File: src/rtl/pipe_stage_skid.sv
// rtl/pipe_stage_skid.sv - one pipeline stage with valid/ready handshake, optional skid entry, exception capture and stall counter
module pipe_stage_skid #(
    parameter int DATA_W  = 32,
    parameter int NUM_VAL = 2,
    parameter int IR_W    = 32,
    parameter int TYPE_W  = 2,
    parameter int EXC_W   = 3,
    parameter int SKID    = 1,
    parameter int CNT_W   = 16
) (
    input  logic                      clock,
    input  logic                      reset_n,
    input  logic                      flush,
    input  logic                      in_valid,
    output logic                      in_ready,
    input  logic [NUM_VAL*DATA_W-1:0] in_val,
    input  logic [IR_W-1:0]           in_ir,
    input  logic [TYPE_W-1:0]         in_type,
    input  logic [EXC_W-1:0]          in_exception,
    output logic                      out_valid,
    input  logic                      out_ready,
    output logic [NUM_VAL*DATA_W-1:0] out_val,
    output logic [IR_W-1:0]           out_ir,
    output logic [TYPE_W-1:0]         out_type,
    output logic [EXC_W-1:0]          out_exception,
    input  logic                      exc_clear,
    output logic                      exc_seen,
    output logic [IR_W-1:0]           exc_ir,
    output logic [CNT_W-1:0]          stall_count
);

    localparam int VW = NUM_VAL * DATA_W;
    localparam int BW = VW + IR_W + TYPE_W + EXC_W;

    logic [BW-1:0]    w_in_beat;
    logic [BW-1:0]    r_main;
    logic [BW-1:0]    r_skid;
    logic             r_main_valid;
    logic             r_skid_valid;
    logic             r_live;
    logic             r_exc_seen;
    logic [IR_W-1:0]  r_exc_ir;
    logic [CNT_W-1:0] r_stall;
    logic             w_emit;
    logic             w_accept;
    logic             w_main_free;
    logic             w_capture;

    // The whole beat travels as one packed word; fields are unpacked at the output.
    assign w_in_beat = {in_val, in_ir, in_type, in_exception};

    // With a skid entry, ready is a pure function of state so stalls stop here;
    // without it, ready looks through to out_ready in the same cycle.
    generate
        if (SKID != 0) begin : g_ready_skid
            assign in_ready = r_live & ~r_skid_valid;
        end else begin : g_ready_comb
            assign in_ready = r_live & (out_ready | ~r_main_valid);
        end
    endgenerate

    assign w_emit      = r_main_valid & out_ready;
    assign w_accept    = in_valid & in_ready;
    assign w_main_free = ~r_main_valid | w_emit;
    assign w_capture   = w_emit & (out_exception != '0) & (~r_exc_seen | exc_clear);

    // Ready is held low for the reset cycle itself and comes back the cycle after release.
    always_ff @(posedge clock) begin
        r_live <= reset_n;
    end

    // Main/skid entries: skid drains into main first so beat order is preserved.
    always_ff @(posedge clock) begin
        if (!reset_n || flush) begin
            r_main_valid <= 1'b0;
            r_skid_valid <= 1'b0;
            r_main       <= '0;
            r_skid       <= '0;
        end else if (w_main_free) begin
            if (r_skid_valid) begin
                r_main       <= r_skid;
                r_main_valid <= 1'b1;
                r_skid_valid <= 1'b0;
            end else if (w_accept) begin
                r_main       <= w_in_beat;
                r_main_valid <= 1'b1;
            end else begin
                r_main_valid <= 1'b0;
            end
        end else if (w_accept && (SKID != 0)) begin
            r_skid       <= w_in_beat;
            r_skid_valid <= 1'b1;
        end
    end

    // First leaving exception is latched; a capture in a clear cycle replaces the old word.
    always_ff @(posedge clock) begin
        if (!reset_n) begin
            r_exc_seen <= 1'b0;
            r_exc_ir   <= '0;
        end else if (w_capture) begin
            r_exc_seen <= 1'b1;
            r_exc_ir   <= out_ir;
        end else if (exc_clear) begin
            r_exc_seen <= 1'b0;
            r_exc_ir   <= '0;
        end
    end

    // Saturating count of cycles where a beat waits on the consumer; flush leaves it alone.
    always_ff @(posedge clock) begin
        if (!reset_n) begin
            r_stall <= '0;
        end else if (r_main_valid && !out_ready && (r_stall != {CNT_W{1'b1}})) begin
            r_stall <= r_stall + CNT_W'(1);
        end
    end

    assign out_valid     = r_main_valid;
    assign out_exception = r_main[EXC_W-1:0];
    assign out_type      = r_main[EXC_W +: TYPE_W];
    assign out_ir        = r_main[EXC_W+TYPE_W +: IR_W];
    assign out_val       = r_main[BW-1 -: VW];
    assign exc_seen      = r_exc_seen;
    assign exc_ir        = r_exc_ir;
    assign stall_count   = r_stall;

endmodule

File: config.mk
export PLATFORM = sky130hd
export DESIGN_NAME = pipe_stage_skid
export DESIGN_NICKNAME = d
export VERILOG_FILES = /design/src/rtl/pipe_stage_skid.sv
export SDC_FILE = /design/constraint.sdc
export NUM_CORES = 1
export LEC_CHECK = 0
export CAP_MARGIN = 5
export CORE_ASPECT_RATIO = 1.5
export CORE_MARGIN = 3
export CORE_UTILIZATION = 30
export CTS_CLUSTER_SIZE = 24
export DETAILED_ROUTE_END_ITERATION = 16
export GPL_ROUTABILITY_DRIVEN = 0
export SETUP_SLACK_MARGIN = 0.1
export SLEW_MARGIN = 25
export SYNTH_ARGS = -nofsm -noshare
export SYNTH_HDL_FRONTEND = slang
export SYNTH_SLANG_ARGS = --single-unit
File: constraint.sdc
create_clock -name clock -period 5.5 [get_ports clock]
set_input_delay 0.55 -clock clock [delete_from_list [all_inputs] [get_ports clock]]
set_output_delay 0.55 -clock clock [all_outputs]
set_load 0.01 [all_outputs]
==> results of run 1 <==
-- per-layer routing --
| layer | up-vias | share of wire |
|---|---|---|
| met1 | 3946 | 0.37 |
| met5 | - | 0.0013 |
| met4 | 6 | 0.046 |
| met2 | 193 | 0.53 |
| met3 | 61 | 0.045 |
| li1 | 4382 | - |
-- Yosys cell counts --
library cell	instances	area [um2]
dfxtp_1	254	5080
nand2_1	244	916
a21oi_1	145	726
nor2_1	106	398
mux2i_1	105	1050
a211oi_1	101	758
clkbuf_1	78	293
nand3_1	37	185
buf_2	11	55.1
nand2b_1	7	43.8
buf_1	6	22.5
inv_1	4	15.0
nand4_1	4	25.0
o21ai_0	4	20.0
o31ai_1	4	30.0
and3_1	3	18.8
nor3_1	3	15.0
nor4_1	3	18.8
or3_1	3	18.8
or4_1	3	22.5
nor2b_1	2	12.5
nor4b_1	2	17.5
o211ai_1	2	15.0
or3_2	2	15.0
a21o_1	1	7.51
a31o_2	1	8.76
and2_1	1	6.26
and4_1	1	8.76
buf_6	1	11.3
ha_1	1	12.5
nand2b_4	1	13.8
nand4_4	1	21.3
nand4b_1	1	8.76
nor4_2	1	12.5
o221a_2	1	11.3
o311a_1	1	10.0
o311ai_0	1	8.76
-- power by group through the flow --
stage | Sequential (mW) | Combinational [mW] | Clock (mW)
global route | 1.89 | 0.328 | 1.90
floorplan | 1.93 | 0.116 | 0
CTS | 1.89 | 0.305 | 1.84
detailed placement | 1.93 | 0.305 | 0
global placement | 1.93 | 0.301 | 0
finish | 1.89 | 0.301 | 1.77
-- critical path, delay by kind of cell --
family	cells	cell delay, ns
AO/OA/AOI/OAI	1	0.14
AND/OR/NAND/NOR	3	1.48
buffers and inverters	2	0.90
-- sequential cells by signal (all words and copies together) (netlist names) --
| register | count |
|---|---|
| exc_seen | 1 |
| stall_count | 16 |
| r_skid | 101 |
| r_main | 101 |
| exc_ir | 32 |
| r_skid_valid | 1 |
| r_live | 1 |
| out_valid | 1 |
-- cell type report --
type	count	area [um2]
fillers	3225	18600
clock buffers	40	825
multi-input cells	792	4480
well taps	410	513
inverters	4	15.0
flip-flops and latches	254	5090
clock inverters	7	37.5
repair buffers	271	2710
diodes	5	12.5
-- kinds of logic (layout without fill, tap and decap cells) --
| group | count (synthesis) | in the layout | synth area share |
|---|---|---|---|
| and+or+nand+nor | 425 | 425 | 0.179 |
| AOI/OAI and AO/OA | 261 | 261 | 0.161 |
| DFF | 254 | 254 | 0.513 |
| muxes | 105 | 105 | 0.106 |
| buffers and inverters | 100 | 322 | 0.0400 |
| adders and majority gates | 1 | 1 | 0.00126 |
| other | 0 | 5 | 0 |
-- cell usage in the layout, fill, tap and decap left out, types with 3 or more instances in the layout --
cell | synthesis | layout
a211oi_1 | 101 | 101
a21oi_1 | 145 | 144
buf_4 | 0 | 10
clkbuf_1 | 78 | 3
clkbuf_16 | 0 | 27
clkbuf_8 | 0 | 10
clkdlybuf4s50_1 | 0 | 258
clkinv_2 | 0 | 6
dfxtp_1 | 254 | 253
diode_2 | 0 | 5
inv_1 | 4 | 3
mux2i_1 | 105 | 105
nand2_1 | 244 | 244
nand2b_1 | 7 | 6
nand3_1 | 37 | 36
nand4_1 | 4 | 4
nor2_1 | 106 | 105
nor3_1 | 3 | 3
o21ai_0 | 4 | 4
o31ai_1 | 4 | 4
or3_1 | 3 | 3
or4_1 | 3 | 3
-- stage by stage --
stage	power (mW)	hold slack (ns)	utilization	instance area (um2)
floorplan	2.05	0.436	-	9920
global placement	2.23	0.441	0.397	12800
detailed placement	2.23	0.446	0.397	12800
CTS	4.03	0.455	0.424	13700
global route	4.12	0.469	0.424	13700
finish	3.96	0.453	0.424	13700
-- worst paths after layout --
path,startpoint,end,slack (ns),cells after the start
max reg2reg,out_valid,r_skid[42],2.83,5
min reg2reg,r_skid[0],r_skid[0],0.45,2
max,out_ready,r_skid[42],2.83,6
min,r_skid[0],r_skid[0],0.45,2
==> results.md, run 1 <==
* RSZ-0062 raised after global routing: false
* Final hold vios at 0
* Internal at 3.05 mW
* Final TNS setup at 0 ns
* Drt total wl at 29.9 mm
* Clock sink count at 254
* Hold WC Path Type: reg -> reg
* Library cells used by synthesis at 37
* CP Cell Sequence: clkdlybuf4s50_1 -> nor2b_1 -> and3_4 -> buf_4 -> nand2_1 -> a21oi_1
* Share of cells above drive strength 1 at 0.0526
* Sequential Power Share at 0.476
* Met1 usage at 0.173
* Register area share after synthesis at 0.513
* Net Count, Synth at roughly 1,300
* Number of global-route vias before repair at slightly above 8,000
* Crit. End Element: flop
* Logic gate share of total power at 0.076
* Post-Syn Instances at 1,146
* Cell total after placement at 1,731
* Final worst slack at 2.83 ns
* CTS root buffer: clkbuf_16
* Core area at between 30,000 and 40,000 um2
* Initial antenna violation count at 8
* Nets at 1,458
* Sw Pwr at 915 uW
* # port buffers at approximately 260
* Min cycle time layout at 2.67 ns
* Starting Density at 0.308
* DP Wirelength at 20.4 mm
* Worst vdd rail ir drop at 0.000204 V
* Layout area overhead at 37.9%
* Final setup viols at 0
* Post-DR wirelength/cell at 16.8 um
* Slew headroom at 0.352
* Critical Path Source Type: primary input
* Leakage Power at 4.26 nW
* Pins Over Slew Limit at 0
* Routed Antenna Nets at 0
* Overflow left after global routing at 0
* CP max stage delay at 0.86 ns
* Busiest grt layer: met2
* Mean Syn Cell Area at 8.65 um2
* Worst-Margin Slew at roughly 0.97 ns
* Critical Path RT at 5.96 ns
* #FFs+latches synth at 254
* P per Cell Area at 290 nW/um2
* Status: complete, no violations
* Die Wd at 154 um
* Clk buf depth at 3
* Synth Cell Area at 9920 um2
* Non-filler cells, final at 1,783
* GR Util met3 at 0.0282
* Pin count of the biggest net entering global routing at 134
* First-pass GRT wire length at between 40 and 50 mm
* All-Layer GR Usage at 0.161
* Ys Warns at 0
* Pre-antenna DRT Iters at 4
* Clk pwr share at 0.448
* Switching portion of total power at 0.231
* Clk_lat worst skew at 0.53 ns
* Num rows at 80
* Max frequency at 0.374 GHz
* CTS tree: yes
* # IOs at 259
* Die ar. at 35,300 um2
* 1st-iter DRT viols at 342
* Grt met2 use at 0.300
* Max cap viols at 0
* Via density at between 4 and 5
* Clock buffer count from CTS at 27
* Worst path slowest cell: and3_4
* CP Data Arrival Time at 3.13 ns
* Post-CTS sizing at 0
* Hold_buf cts at 0
* Vias at approximately 8,600
* DRC at 0
* Pre-CTS setup slack at around 2.3 ns
* Post-CTS Setup Bufs at 0
* Die extent in y at 229 um
* Clock Skew at 0.00642 ns
* CTS H-tree depth at 1
* Period Utilization, post-route at 0.486
* Clock transition at the registers of the reported paths at 0.06 ns
* Critical path peak fanout at 70
* CP Class: in -> reg
No activity file was read; power rests on OpenSTA's default activity.
==> inputs of run 2 (changes only) <==
==> constraint.sdc (replaced) <==
create_clock -name clock -period 2.14 [get_ports clock]
set_input_delay 0.214 -clock clock [delete_from_list [all_inputs] [get_ports clock]]
set_output_delay 0.214 -clock clock [all_outputs]
set_load 0.01 [all_outputs]
==> run 2 against run 1 <==
  * Global-route usage rose by 0.14 points
  * Combinational power rose to 2.7 times the previous value
  * Clock power rose to 2.6 times the previous value
  * Via count rose by 1.3%
  * Flip-flop and latch count did not move
  * Hold slack got worse by 0.21 ns
  * Core utilization rose by 1.1 points
  * Power rose to 2.6 times the previous value
  * Worst setup slack got worse by 2.6 ns
  * Wire length fell by 0.47%
  * Final cell count rose by 0.90%
  * Largest cell class unchanged
  * Highest routed layer unchanged
==> results.md, run 2 (synthesis gave the netlist of run 1 again) <==
* Status: complete, no violations (unchanged)
* Core area at 32,200 um2 (unchanged)
* Cell total after placement at 1,748 (was 1,731)
* Critical Path RT at 2.60 ns (was 5.96 ns)
* Hold WC Path Type: in -> reg (was reg -> reg)
* Nets at 1,475 (was 1,458)
* Pre-CTS setup slack at 0.123 ns (was 2.27 ns)
* CP max stage delay at 0.47 ns (was 0.86 ns)
* Worst path slowest cell: or4_1 (was and3_4)
* # port buffers at 258 (unchanged)
* Pre-antenna DRT Iters at 4 (unchanged)
* P per Cell Area at 737 nW/um2 (was 290 nW/um2)
* Clk buf depth at 3 (unchanged)
* Worst setup path endpoint: stall_count[10] (was r_skid[42])
* Non-filler cells, final at 1,799 (was 1,783)
* Max frequency at 0.528 GHz
* Layout area overhead at 41.4% (was 37.9%)
* Clock Skew at 0.0191 ns (was 0.00642 ns)
* RSZ-0062 raised after global routing: false (unchanged)
* Num rows at 80 (unchanged)
* Pin count of the biggest net entering global routing at 77 (was 134)
* DRC at 0 (unchanged)
* Post-DR wirelength/cell at 16.6 um (was 16.8 um)
* Die ar. at 35,300 um2 (unchanged)
* Drt total wl at 29.8 mm (was 29.9 mm)
* Hold path startpoint: in_val[37] (was r_skid[0])
* CP Class: reg -> reg (was in -> reg)
* Final hold vios at 0 (unchanged)
* Max cap viols at 0 (unchanged)
* Final Cell Area at 14,000 um2 (was 13,700 um2)
* Critical path peak fanout at 8 (was 70)
* Final TNS setup at 0 ns (unchanged)
* Die extent in y at 229 um (unchanged)
* Clk_lat worst skew at 0.53 ns (about the same)
* Die Wd at 154 um (unchanged)
* CP Data Arrival Time at 2.36 ns (was 3.13 ns)
* DP Wirelength at 20.5 mm (was 20.4 mm)
* Number of global-route vias before repair at 8,367 (was 8,094)
* Overflow left after global routing at 0 (unchanged)
* Clock buffer count from CTS at 27 (unchanged)
* Vias at 8,700 (was 8,588)
* Clock sink count at 254 (unchanged)
* Crit path from: stall_count[0] (was out_ready)
* Pins Over Slew Limit at 0 (unchanged)
* Slew headroom at 0.406 (was 0.352)
* Placed Area at 13,100 um2 (was 12,800 um2)
* FF-to-FF End: stall_count[10] (was r_skid[42])
* Min cycle time layout at 1.89 ns
* CTS H-tree depth at 1 (unchanged)
* CTS root buffer: clkbuf_16 (unchanged)
* Via density at 4.84 (was 4.82)
* Commonest non-fill, non-tap cell in the layout: clkdlybuf4s50_1 (unchanged)
* Starting Density at 0.308 (unchanged)
* CP Cell Sequence: ha_1 -> nand3_2 -> or3_4 -> or4_1 -> a21oi_1 (was clkdlybuf4s50_1 -> nor2b_1 -> and3_4 -> buf_4 -> nand2_1 -> a21oi_1)
* Leakage Power at 4.42 nW (was 4.26 nW)
* Final setup viols at 0 (unchanged)
* Initial antenna violation count at 3 (was 8)
* Routed Antenna Nets at 0 (unchanged)
* Reg2reg start: stall_count[0] (was out_valid)
* Final worst slack at 0.247 ns (was 2.83 ns)
* R2r setup slk at 0.25 ns (was 2.83 ns)
* Worst vdd rail ir drop at 0.000581 V (was 0.000204 V)
* CTS tree: yes (unchanged)
* Period Utilization, post-route at 0.884
* Crit. End Element: flop (unchanged)
* R2R depth at 5 (unchanged)
* Worst-Margin Slew at 0.891 ns (was 0.970 ns)
* Commonest non-fill, non-tap cells in the layout: clkdlybuf4s50_1 (257), dfxtp_1 (253), nand2_1 (244), a21oi_1 (144) (was clkdlybuf4s50_1 (258), dfxtp_1 (253), nand2_1 (244), a21oi_1 (144))
* Clock transition at the registers of the reported paths at 0.06 ns (about the same)
* # IOs at 259 (unchanged)
* Fillers at 3,144 (was 3,225)
* Share of cells above drive strength 1 at 0.0627 (was 0.0526)
* All-Layer GR Usage at 0.162 (was 0.161)
* First-pass GRT wire length at 47.0 mm (was 46.1 mm)
* 1st-iter DRT viols at 306 (was 342)
* Critical Path Source Type: flop (was primary input)
* Post-CTS Setup Bufs at 0 (unchanged)
run 2: cell types whose count changed in the layout (fill, tap and decap cells not counted), sizes merged:
cell / change
dlygate4sd2: +1
buf: +17
clkdlybuf4s50: -1
inv: +1
clkinv: -3
clkbuf: +3
diode: -3
bufinv: +1
run 2: cell type report:
cell class | instances | area, um2 | share of cell area
Inverter | 4 | 15.0 | 0.00107
Antenna cell | 2 | 5.00 | 0.000357
Multi-Input combinational cell | 792 | 4480 | 0.320
Timing Repair Buffer | 288 | 3020 | 0.215
Sequential cell | 254 | 5090 | 0.363
Clock inverter | 6 | 61.3 | 0.00437
Clock buffer | 43 | 837 | 0.0597
Tap cell | 410 | 513 | 0.0366
run 2: critical path, delay by kind of cell (launching register included):
family                     cells  cell delay, ns
and+or+nand+nor                3            1.03
adders and majority gates      1            0.24
AOI/OAI and AO/OA              1            0.15
DFF                            1            0.39
run 2: through the flow:
step | hold slack (ns) | utilization | power [mW]
final | 0.244 | 0.435 | 10.3
after CTS | 0.209 | 0.435 | 10.5
after global placement | 0.441 | 0.407 | 5.76
after floorplan | 0.242 | - | 5.27
after detailed placement | 0.446 | 0.407 | 5.77
after global routing | 0.235 | 0.435 | 10.8
run 2: worst min path at each step:
stage | end | cells after the start
detailed placement | r_skid[27] | 2
global placement | r_skid[65] | 2
finish | r_skid[74] | 3
floorplan | r_live | 0
global route | r_skid[76] | 3
CTS | r_skid[74] | 3
run 2: timing repair:
action,4_1_cts,5_1_grt
endpoints found under the hold margin,0,0
hold buffers,0,0
gates resized for setup,1,3
endpoints found under the setup margin,1,34
run 2: layer usage:
| layer | part of all wire | up-vias | global-route usage |
|---|---|---|---|
| li1 | - | 4408 | - |
| met1 | 0.39 | 4047 | 0.183 |
| met4 | 0.034 | 2 | 0.0677 |
| met5 | 0.00024 | - | 0 |
| met2 | 0.53 | 196 | 0.297 |
| met3 | 0.048 | 47 | 0.0294 |
run 2: where the power goes:
| group | internal (mW) | switching, mW |
|---|---|---|
| logic | 0.423 | 0.389 |
| clock network | 2.79 | 1.89 |
| registers | 4.80 | 0.0496 |
==> inputs of run 3 (changes only) <==
--- a/config.mk
+++ b/config.mk
@@ -13,6 +13,7 @@
 export DETAILED_ROUTE_END_ITERATION = 16
 export GPL_ROUTABILITY_DRIVEN = 0
 export SETUP_SLACK_MARGIN = 0.1
+export SKIP_CTS_REPAIR_TIMING = 1
 export SLEW_MARGIN = 25
 export SYNTH_ARGS = -nofsm -noshare
 export SYNTH_HDL_FRONTEND = slang
==> run 3 against run 2 <==
  * Global-route usage unchanged
  * Die area is the same
  * Via count increased by 0.17%
==> results.md, run 3 (synthesis gave the netlist of run 1 again) <==
* Status: complete, no violations (unchanged)
* Cell family with most CP delay: buffers and inverters (was simple AND/OR/NAND/NOR gates)
* Slew headroom at 0.409 (was 0.406)
* First-pass GRT wire length at 47.0 mm (unchanged)
* Via density at 4.84 (about the same)
* Critical path peak fanout at 3 (was 8)
* Final Cell Area at 14,000 um2 (about the same)
* Logic gate share of total power at 0.079 (about the same)
* CP Cell Sequence: nor2b_2 -> clkdlybuf4s50_1 (was ha_1 -> nand3_2 -> or3_4 -> or4_1 -> a21oi_1)
* Min cycle time layout at 1.98 ns (was 1.89 ns)
* Starting Density at 0.308 (unchanged)
* Max frequency at 0.505 GHz (was 0.528 GHz)
* CP Class: reg -> out (was reg -> reg)
* Pre-antenna DRT Iters at 5 (was 4)
* Die extent in y at 229 um (unchanged)
* Worst-Margin Slew at 0.886 ns (was 0.891 ns)
* Final hold vios at 0 (unchanged)
* Sequential cell area at 5090 um2 (unchanged)
* Area occupied by multi-input gates at 4490 um2 (was 4480 um2)
* Vias at 8,715 (was 8,700)
* Switching portion of total power at 0.224 (was 0.225)
* Routed wl met3 at 1.59 mm (was 1.44 mm)
* Pre-CTS setup slack at 0.123 ns (unchanged)
* Internal at 8.01 mW (about the same)
* Clk_lat worst skew at 0.53 ns (about the same)
* Pins Over Slew Limit at 0 (unchanged)
* Clock transition at the registers of the reported paths at 0.06 ns (about the same)
* FF-to-FF End: stall_count[10] (unchanged)
* Clock sink count at 254 (unchanged)
* # IOs at 259 (unchanged)
* Clock Skew at 0.0190 ns (was 0.0191 ns)
* Commonest non-fill, non-tap cell in the layout: clkdlybuf4s50_1 (unchanged)
* CTS root buffer: clkbuf_16 (unchanged)
* RSZ-0062 raised after global routing: true (was false)
* Number of cells on the critical path at 2 (was 5)
* # port buffers at 258 (unchanged)
* Hold WC Path Type: in -> reg (unchanged)
* Number of global-route vias before repair at 8,367 (unchanged)
* CTS H-tree depth at 1 (unchanged)
* Die ar. at 35,300 um2 (unchanged)
* Critical Path RT at 1.93 ns (was 2.60 ns)
* Worst setup path endpoint: in_ready (was stall_count[10])
* Critical Path Source Type: flop (unchanged)
* Nets at 1,475 (unchanged)
* CP Data Arrival Time at 1.77 ns (was 2.36 ns)
* Num rows at 80 (unchanged)
* Worst vdd rail ir drop at 0.000580 V (was 0.000581 V)
* Crit. End Element: output pin (was flop)
* Clk buf depth at 3 (unchanged)
* Clk pwr share at 0.452 (was 0.453)
* Initial antenna violation count at 3 (unchanged)
* Layout area overhead at 41.4% (about the same)
* Die Wd at 154 um (unchanged)
* Clock buffer count from CTS at 27 (unchanged)
* Reg2reg start: stall_count[0] (unchanged)
* Final setup viols at 0 (unchanged)
* All-Layer GR Usage at 0.162 (unchanged)
* Met2 wire len at 15.6 mm (about the same)
* P per Cell Area at 737 nW/um2 (about the same)
* Placed Area at 13,100 um2 (unchanged)
* Post-DR wirelength/cell at 16.5 um (was 16.6 um)
* R2r setup slk at 0.25 ns (about the same)
* Final worst slack at 0.160 ns (was 0.247 ns)
* Period Utilization, post-route at 0.925 (was 0.884)
* Drt total wl at 29.7 mm (was 29.8 mm)
* R2R depth at 5 (unchanged)
* Pin count of the biggest net entering global routing at 77 (unchanged)
* Overflow left after global routing at 0 (unchanged)
* Core area at 32,200 um2 (unchanged)
* Leakage Power at 4.42 nW (about the same)
* 1st-iter DRT viols at 325 (was 306)
* Share of cells above drive strength 1 at 0.0634 (was 0.0627)
* Max cap viols at 0 (unchanged)
* Final core utilization at 0.435 (about the same)
* Crit path from: r_live (was stall_count[0])
* Routed Antenna Nets at 0 (unchanged)
* Worst path slowest cell: clkdlybuf4s50_1 (was or4_1)
* Commonest non-fill, non-tap cells in the layout: clkdlybuf4s50_1 (258), dfxtp_1 (253), nand2_1 (244), a21oi_1 (144) (was clkdlybuf4s50_1 (257), dfxtp_1 (253), nand2_1 (244), a21oi_1 (144))
* DRC at 0 (unchanged)
* Max Used Layer: met5 (unchanged)
* M1 WL at 11.5 mm (was 11.7 mm)
* Sw Pwr at 2.32 mW (was 2.33 mW)
* Fillers at 3,146 (was 3,144)
* CP max stage delay at 0.65 ns (was 0.47 ns)
* CTS tree: yes (unchanged)
* Sequential Power Share at 0.469 (about the same)
* DP Wirelength at 20.5 mm (unchanged)
* Bufs and invs on worst path at 1 (was 0)
* Final TNS setup at 0 ns (unchanged)
-- run 3: cell types whose count changed in the layout (fill, tap and decap cells not counted) --
cell             delta
nor2b_2             +1
nor2b_1             -1
clkdlybuf4s50_1     +1
dlygate4sd2_1       -1
-- run 3: routing by layer --
metal	vias up	global-route usage
met1	4043	0.183
met4	2	0.0677
met3	47	0.0294
met5	-	0
met2	217	0.297
li1	4406	-
-- run 3: cell type report --
class / instances / area share
Inverter: 4 / 0.00107
Multi-Input combinational cell: 792 / 0.320
Timing Repair Buffer: 288 / 0.215
Antenna cell: 2 / 0.000357
Sequential cell: 254 / 0.363
Clock buffer: 43 / 0.0597
Clock inverter: 6 / 0.00437
Tap cell: 410 / 0.0366
-- run 3: power groups by stage --
stage,combinational (mW),clock [mW],sequential [mW]
finish,0.812,4.67,4.85
global route,0.890,5.03,4.85
CTS,0.823,4.84,4.85
detailed placement,0.819,0,4.95
global placement,0.810,0,4.95
floorplan,0.298,0,4.97
-- run 3: worst min-delay path by stage --
stage / from / end / slack [ns] / depth (start not counted)
2_1_floorplan: reset_n / r_live / 0.24 / 0
3_3_place_gp: r_skid[65] / r_skid[65] / 0.44 / 2
3_5_place_dp: r_skid[27] / r_skid[27] / 0.45 / 2
4_1_cts: in_val[37] / r_skid[74] / 0.21 / 3
5_1_grt: in_val[39] / r_skid[76] / 0.24 / 3
6_report: in_val[37] / r_skid[74] / 0.24 / 3
-- run 3: worst min-delay path, stage by stage --
cell             delay, ns
clkdlybuf4s50_1       0.41
nand2_1               0.06
a21oi_1               0.05
-- run 3: stage by stage --
step	hold WS [ns]	power, mW	instances
2_1_floorplan	0.242	5.27	1146
3_5_place_dp	0.446	5.77	1748
5_1_grt	0.235	10.8	1799
3_3_place_gp	0.441	5.76	1748
6_report	0.244	10.3	1799
4_1_cts	0.209	10.5	1797
